`config.mk`:
```
export PLATFORM = sky130hd
export DESIGN_NAME = rc_cmd_sequencer
export DESIGN_NICKNAME = d
export VERILOG_FILES = /design/src/rtl/rc_seq_pkg.sv /design/src/rtl/rc_step_timer.sv /design/src/rtl/rc_cmd_sequencer.sv
export SDC_FILE = /design/constraint.sdc
export NUM_CORES = 1
export LEC_CHECK = 0
export CORE_MARGIN = 2
export CORE_UTILIZATION = 60
export DETAILED_ROUTE_END_ITERATION = 6
export DONT_BUFFER_PORTS = 1
export MAX_ROUTING_LAYER = met4
export PLACE_DENSITY_LB_ADDON = 0.05
export SLEW_MARGIN = 10
export SYNTH_ARGS = -nofsm -noshare
export SYNTH_HDL_FRONTEND = slang
export SYNTH_SLANG_ARGS = --single-unit
export TNS_END_PERCENT = 100
```
`constraint.sdc`:
```
create_clock -name clk -period 5 [get_ports clk]
set_input_delay 1 -clock clk [delete_from_list [all_inputs] [get_ports clk]]
set_output_delay 1 -clock clk [all_outputs]
set_load 0.01 [all_outputs]
```
`src/rtl/rc_seq_pkg.sv`:
```
// Shared types and constants for the RemoteComm command sequencer.
// Latency: n/a (declarations only).
// Backpressure: n/a.
package rc_seq_pkg;

  typedef enum logic [2:0] {
    ST_IDLE      = 3'd0,
    ST_ISSUE     = 3'd1,
    ST_WAIT_SNT  = 3'd2,
    ST_WAIT_RESP = 3'd3,
    ST_CHECK     = 3'd4,
    ST_FINISH    = 3'd5
  } state_e;

  localparam logic [1:0] FC_NONE     = 2'b00;
  localparam logic [1:0] FC_MISMATCH = 2'b01;
  localparam logic [1:0] FC_TIMEOUT  = 2'b10;

  // Response the robot returns when a calibration/move completes.
  localparam logic [7:0] RESP_CAL_DONE = 8'hA5;

endpackage

```
`src/rtl/rc_step_timer.sv`:
```
// Per-step watchdog: loadable down-counter that saturates at zero.
// Latency: expired is a pure decode of the registered count (same cycle).
// Backpressure: none; load has priority over en.
module rc_step_timer #(
  parameter int unsigned TIMEOUT = 1_000_000,
  localparam int unsigned TW = (TIMEOUT > 1) ? $clog2(TIMEOUT) : 1
) (
  input  logic clk,
  input  logic rst,
  input  logic load,
  input  logic en,
  output logic expired
);

  logic [TW-1:0] cnt_q;

  // Reload to TIMEOUT-1 while idle; count down towards zero while a step is open.
  always_ff @(posedge clk) begin
    if (rst) begin
      cnt_q <= '0;
    end else if (load) begin
      cnt_q <= TW'(TIMEOUT - 1);
    end else if (en && (cnt_q != '0)) begin
      cnt_q <= cnt_q - TW'(1);
    end
  end

  assign expired = (cnt_q == '0);

endmodule

```
`src/rtl/rc_cmd_sequencer.sv`:
```
// Scripted command sequencer: issues stored commands to RemoteComm and checks responses.
// Latency: start -> snd_cmd next cycle; resp_rdy -> next snd_cmd or done two cycles later.
// Backpressure: waits on cmd_snt/resp_rdy per step; a step fails after TIMEOUT cycles.
module rc_cmd_sequencer
  import rc_seq_pkg::*;
#(
  parameter int unsigned DEPTH   = 16,
  parameter int unsigned CMD_W   = 16,
  parameter int unsigned RESP_W  = 8,
  parameter int unsigned TIMEOUT = 1_000_000,
  localparam int unsigned AW     = $clog2(DEPTH)
) (
  input  logic              clk,
  input  logic              rst,
  input  logic              ld_en,
  input  logic [AW-1:0]     ld_addr,
  input  logic [CMD_W-1:0]  ld_cmd,
  input  logic [RESP_W-1:0] ld_exp,
  input  logic              ld_chk,
  input  logic [AW:0]       num_steps,
  input  logic              start,
  output logic [CMD_W-1:0]  cmd,
  output logic              snd_cmd,
  input  logic              cmd_snt,
  input  logic              resp_rdy,
  input  logic [RESP_W-1:0] resp,
  output logic              busy,
  output logic              done,
  output logic              pass,
  output logic [AW-1:0]     fail_step,
  output logic [1:0]        fail_code,
  output logic [AW-1:0]     step_idx
);

  typedef struct packed {
    logic [CMD_W-1:0]  cmd;
    logic [RESP_W-1:0] exp;
    logic              chk;
  } entry_t;

  entry_t            script_q [DEPTH];
  state_e            state_q;
  logic [CMD_W-1:0]  cmd_q;
  logic              snd_cmd_q;
  logic              busy_q;
  logic              done_q;
  logic              pass_q;
  logic [AW-1:0]     fail_step_q;
  logic [1:0]        fail_code_q;
  logic [AW-1:0]     step_idx_q;
  logic [AW:0]       nsteps_q;
  logic [RESP_W-1:0] resp_q;
  logic              sticky_q;

  logic              launch;
  logic [AW:0]       nsteps_d;
  logic [AW-1:0]     step_nxt;
  logic              last_step;
  logic              mismatch;
  logic              tmr_load;
  logic              tmr_expired;

  // Decode launch, saturated length, step bookkeeping and response check.
  always_comb begin
    launch    = start && ((state_q == ST_IDLE) || (state_q == ST_FINISH));
    nsteps_d  = (num_steps > (AW+1)'(DEPTH)) ? (AW+1)'(DEPTH) : num_steps;
    step_nxt  = step_idx_q + AW'(1);
    last_step = ({1'b0, step_idx_q} == (nsteps_q - (AW+1)'(1)));
    mismatch  = script_q[step_idx_q].chk && (resp_q != script_q[step_idx_q].exp);
    // Timer sits reloaded outside a step, so it already holds TIMEOUT-1 in the snd_cmd cycle.
    tmr_load  = (state_q == ST_IDLE) || (state_q == ST_CHECK) || (state_q == ST_FINISH);
  end

  rc_step_timer #(.TIMEOUT(TIMEOUT)) u_timer (
    .clk     (clk),
    .rst     (rst),
    .load    (tmr_load),
    .en      (!tmr_load),
    .expired (tmr_expired)
  );

  // Script storage: host writes are only accepted between runs; contents survive reset.
  always_ff @(posedge clk) begin
    if (ld_en && !busy_q) begin
      script_q[ld_addr] <= '{cmd: ld_cmd, exp: ld_exp, chk: ld_chk};
    end
  end

  // Sequencing FSM: issue, wait for send and response, check, finish on first failure.
  always_ff @(posedge clk) begin
    if (rst) begin
      state_q     <= ST_IDLE;
      cmd_q       <= '0;
      snd_cmd_q   <= 1'b0;
      busy_q      <= 1'b0;
      done_q      <= 1'b0;
      pass_q      <= 1'b0;
      fail_step_q <= '0;
      fail_code_q <= FC_NONE;
      step_idx_q  <= '0;
      nsteps_q    <= '0;
      resp_q      <= '0;
      sticky_q    <= 1'b0;
    end else begin
      snd_cmd_q <= 1'b0;
      if (launch) begin
        done_q      <= 1'b0;
        pass_q      <= 1'b0;
        fail_code_q <= FC_NONE;
        fail_step_q <= '0;
        step_idx_q  <= '0;
        sticky_q    <= 1'b0;
        nsteps_q    <= nsteps_d;
        if (num_steps == '0) begin
          // Empty script: FINISH reports pass one cycle later.
          state_q <= ST_FINISH;
        end else begin
          busy_q    <= 1'b1;
          cmd_q     <= script_q[0].cmd;
          snd_cmd_q <= 1'b1;
          state_q   <= ST_ISSUE;
        end
      end else begin
        case (state_q)
          ST_ISSUE: begin
            if (resp_rdy) begin
              sticky_q <= 1'b1;
              resp_q   <= resp;
            end
            state_q <= ST_WAIT_SNT;
          end
          ST_WAIT_SNT: begin
            // An early response is parked until cmd_snt arrives.
            if (resp_rdy) begin
              sticky_q <= 1'b1;
              resp_q   <= resp;
            end
            if (cmd_snt || (tmr_expired && resp_rdy)) begin
              state_q <= ST_WAIT_RESP;
            end else if (tmr_expired) begin
              state_q     <= ST_FINISH;
              busy_q      <= 1'b0;
              done_q      <= 1'b1;
              pass_q      <= 1'b0;
              fail_code_q <= FC_TIMEOUT;
              fail_step_q <= step_idx_q;
            end
          end
          ST_WAIT_RESP: begin
            // A response in the expiry cycle still counts.
            if (resp_rdy || sticky_q) begin
              if (resp_rdy) begin
                resp_q <= resp;
              end
              sticky_q <= 1'b0;
              state_q  <= ST_CHECK;
            end else if (tmr_expired) begin
              state_q     <= ST_FINISH;
              busy_q      <= 1'b0;
              done_q      <= 1'b1;
              pass_q      <= 1'b0;
              fail_code_q <= FC_TIMEOUT;
              fail_step_q <= step_idx_q;
            end
          end
          ST_CHECK: begin
            if (mismatch) begin
              state_q     <= ST_FINISH;
              busy_q      <= 1'b0;
              done_q      <= 1'b1;
              pass_q      <= 1'b0;
              fail_code_q <= FC_MISMATCH;
              fail_step_q <= step_idx_q;
            end else if (last_step) begin
              state_q <= ST_FINISH;
              busy_q  <= 1'b0;
              done_q  <= 1'b1;
              pass_q  <= 1'b1;
            end else begin
              step_idx_q <= step_nxt;
              cmd_q      <= script_q[step_nxt].cmd;
              snd_cmd_q  <= 1'b1;
              state_q    <= ST_ISSUE;
            end
          end
          ST_FINISH: begin
            done_q  <= 1'b1;
            pass_q  <= (fail_code_q == FC_NONE);
            state_q <= ST_IDLE;
          end
          default: begin
            state_q <= ST_IDLE;
          end
        endcase
      end
    end
  end

  assign cmd       = cmd_q;
  assign snd_cmd   = snd_cmd_q;
  assign busy      = busy_q;
  assign done      = done_q;
  assign pass      = pass_q;
  assign fail_step = fail_step_q;
  assign fail_code = fail_code_q;
  assign step_idx  = step_idx_q;

endmodule

```
* Word level (Yosys, flattened, before mapping) *
Memory sizes are Yosys's and may differ from the RTL's. A register that Yosys moved wholly into a read port is not among the register bits.
Cells that the tools add are included.

word-level totals
  memories = 1
  input bits = 48
  bits in registers = 67
  output and inout port bits = 30
  bits in writable memories = 400

memory list
  name      depth  width  rd ports  clocked after memory_dff  wr ports  RTL line                text
  script_q  16     25     3         1                         1         rc_cmd_sequencer.sv:41  entry_t script_q [DEPTH];

operators by class
  bitwise gates (word level) = 3
  magnitude comparators = 1
  equal/unequal tests = 19
  reductions and logical operators = 33
  $add $sub $neg = 3
  mux-type cells = 60

operators by type and width
  operator                                                              count
  16-bit two-way mux                                                    5
  20-bit two-way mux                                                    2
  1-bit two-way mux                                                     25
  4-bit two-way mux                                                     6
  3-bit two-way mux                                                     7
  20-bit zero test                                                      1
  20-bit nonzero test                                                   1
  20-bit by 1-bit subtractor with 20-bit output, second input constant  1
  8-bit two-way mux                                                     2
  8-bit one-hot mux with 2 select lines                                 1
  2-bit != test, second input constant                                  7
  3-bit one-hot mux with 4 select lines                                 1
  4-bit one-hot mux with 3 select lines                                 1
  4-bit AND reduction                                                   3
  3-bit != test, second input constant                                  3
  3-bit AND reduction                                                   3
  2-bit two-way mux                                                     4
  8-bit != test                                                         1
  1-bit one-hot mux with 4 select lines                                 2
  4-bit nonzero test                                                    2
  3-bit by 2-bit == test with 1-bit output, second input constant       2
  3-bit == test, second input constant                                  2
  2-bit one-hot mux with 3 select lines                                 1
  2-bit nonzero test                                                    3
  other kinds (20)                                                      33

* Depth between registers and ports, before layout *
  word-level depth = 7
  depth in mapped cells = 12

* Hierarchy *
From an unflattened synthesis, not the netlist that was laid out.

unflattened totals
  cell total of the unflattened synthesis = 1,030
  area, all modules = 18,995.7 µm²

by module, submodules not included
  module            cells each  seq. area each (µm²)  instances  area each (µm²)
  rc_cmd_sequencer  916         13,032.5              1          17,920.9
  rc_step_timer     114         400.4                 1          1,074.8

* Least setup slack after synthesis *
Ideal clock, no wire load.

  path type = in2reg
  from = in ld_en
  to = mem script_q[1][0] (netlist bit), enable pin
  buffers on the path = 0
  stages = 3
  slack = 1.247 ns
  required time = 4.561 ns
  arrival = 3.314 ns
  cells stage by stage = nand2b_1 -> or3b_2 -> nor3_1

between the ends
  word-level cells in the longest chain between the ends = 3

ends and longest elaborated chain
  item                                     RTL line                text
  from (decl)                              rc_cmd_sequencer.sv:15  input logic ld_en,
  1-bit logical AND                        rc_cmd_sequencer.sv:84  if (ld_en && !busy_q) begin
  1-bit two-way mux                        rc_cmd_sequencer.sv:84
  1-bit two-way mux (not written as such)  rc_cmd_sequencer.sv:85  script_q[ld_addr] <= '{cmd: ld_cmd, exp: ld_exp, chk: ld_chk};
  to (decl)                                rc_cmd_sequencer.sv:41

Every way passes these cells.

==> results.cfg <==
[cts]
path_clk_slew_ns = 0.06
cts_buffer_depth = 3
postCtsSetupBuffers = 0
cts_resized = 0
cts_sinks = 471
hold_buffers = 0
cts_root_buffer = clkbuf_16
cts_htree_levels = 2
insertion_delay_ns = 0.55
tritoncts = done
cts_made_buffers = 48

[placement]
dpl.hpwl_um = 24200
dp_cells = 1398
gp_congestion = 0.878
port_buffers = 0

[outcome]
status = completed

[worst_setup_path]
cp-end-kind = flop
rr_worst_depth = 8
crit_type = reg -> reg
crit_fanout = 18
crit_arrival_ns = 4.20
required_ns = 5.42
cp-start-kind = flop

[yosys]
synthTopCellsByCount = 400 x edfxtp_1, 111 x mux4_2, 71 x dfxtp_1, 60 x nor2_1, 46 x nand2_1
syn_area_per_cell_sq_um = 18.2
yosysWarnings = 0
synth_cell_types = 55
yosys-top-cells-area = edfxtp_1 64%, mux4_2 13%, dfxtp_1 7.6%, mux2i_1 1.9%, mux2_2 1.4%
ys_ff_latch = 471
netlist.top_cell.by_area = edfxtp_1
synthArstFlopShare = 0
synth_edf_count = 400
synth_top_area_frac = 0.641
synthFlopType = edfxtp_1
synth-seq-area-share = 0.717
syn-cell-area_sq_um = 18700
synth_nets = 1079
synth.most_common_cell = edfxtp_1
synth_cells = 1028

[global_route]
grt_pass1_vias = 9796
grt_max_degree = 47
grt.total_usage = 0.264
overflow = 0
antenna_found_initial = 0
grt_pass1_wl_um = 61900

[routing]
vias = 9692
wirelength_met1_um = 17200
wire_per_inst_um = 27.9
highest_layer = met4
wirelength_um = 41400
ant_nets = 0
first_iter_violations = 1019
wl_met3_um = 3030
dr.pass1.iters = 5
viasPerCell = 6.52
post-route-drc-count = 0
wl_met2_um = 20400

[floorplan]
core_sq_um = 30700
num_rows = 64
die_w_um = 181
io_pins = 78
initial_core_util = 0.611
die_h_um = 181
dieArea_sq_um = 32700

[timing]
slew_headroom = 0.204
skew_ns = 0.0184
hold_viol = 0
rsz0062_at_grt = no
tns_ns = 0
period_minus_slack_ns = 3.79
tightest_slew_ns = 1.19
timing.fmax_ghz = 0.264
period_share = 0.757
setup_viol = 0
drv_slew = 0
whs_ns = 0.484

[power_and_ir_drop]
power.density_nw_per_um2 = 396
max-vdd-ir-drop_mv = 0.382
fin_total_pwr_mw = 8.27
power.leakage_nw = 6.58

[layout]
fin_cells = 1487
antennaDiodeCount = 0
syn_to_final_growth_pct = 11.4
fin_nets = 1103
drive_gt1_frac = 0.247

[hold_path]
hp-class = reg -> reg
hold_path_depth = 2

[job]
cap_violations = 0
==> state kept, by name (all words and copies together) (netlist names), named ones only <==
register / cells
cmd: 16
done: 1
fail_step: 4
state_q: 3
fail_code: 2
nsteps_q: 5
script_q: 400
snd_cmd: 1
step_idx: 4
busy: 1
resp_q: 8
u_timer.cnt_q: 20
pass: 1
sticky_q: 1
==> critical path, cell delays in order (launching register included) <==
cell      delay (ns)
dfxtp_1         0.70
mux4_2          0.59
mux2i_1         0.27
xor2_1          0.18
nand2_1         0.07
or4_1           0.66
a211oi_4        0.83
o21ai_1         0.20
mux2i_1         0.16
==> cell usage in the layout, fill, tap and decap left out, types with 13 or more instances in the layout <==
master       n
xnor2_1     17
dfxtp_1     69
clkbuf_16   49
mux4_2     111
nor3_2      13
mux2_2      23
a21oi_1     31
edfxtp_1   400
a31oi_1     20
nor2_1      47
nor4_1      18
nand2_1     46
nor3_1      17
mux2i_1     35
buf_4       26
==> report_power, final <==
group	leakage [nW]	internal, mW	switching (mW)
Sequential	4.19	4.35	0.0891
Combinational	1.63	0.151	0.221
Clock	0.758	2.02	1.43
==> kinds of logic (layout without fill, tap and decap cells) <==
kind of cell,after synthesis,count (layout),share of synthesized area
buffers and inverters,61,124,0.0146
xor gates and xnor gates,31,31,0.0145
DFF,471,471,0.717
muxes,169,169,0.166
adders and majority gates,3,3,0.00200
AOI/OAI and AO/OA,89,89,0.0302
and+or+nand+nor,204,204,0.0558
==> worst paths after layout <==
path	start	end	slack, ns
setup reg to reg	flop	flop	1.21
setup / recovery	flop	flop	1.21
hold reg to reg	u_timer.cnt_q[15]$_SDFFE_PP0P_	u_timer.cnt_q[15]$_SDFFE_PP0P_	0.48
hold / removal	u_timer.cnt_q[15]$_SDFFE_PP0P_	u_timer.cnt_q[15]$_SDFFE_PP0P_	0.48
==> cell type report <==
cell class	count	area (sq um)
multi-input cells	496	5170
well taps	396	495
repair buffers	26	195
clock buffers	58	1280
clock inverters	31	250
flip-flops and latches	471	13400
fillers	1979	9810
inverters	9	33.8
==> per-stage QoR <==
stage	util	instance area, sq um	setup WS (ns)
2_1_floorplan	-	18700	1.25
3_3_place_gp	0.630	19300	1.23
3_5_place_dp	0.630	19300	1.23
4_1_cts	0.680	20900	1.22
5_1_grt	0.680	20900	0.940
6_report	0.680	20900	1.21
==> metal layers <==
layer	vias to the layer above	global-route usage
met1	5048	0.372
met5	-	-
met2	376	0.411
met3	68	0.0472
met4	0	0.0632
li1	4200	-
Power figures use the tool's default switching activity.
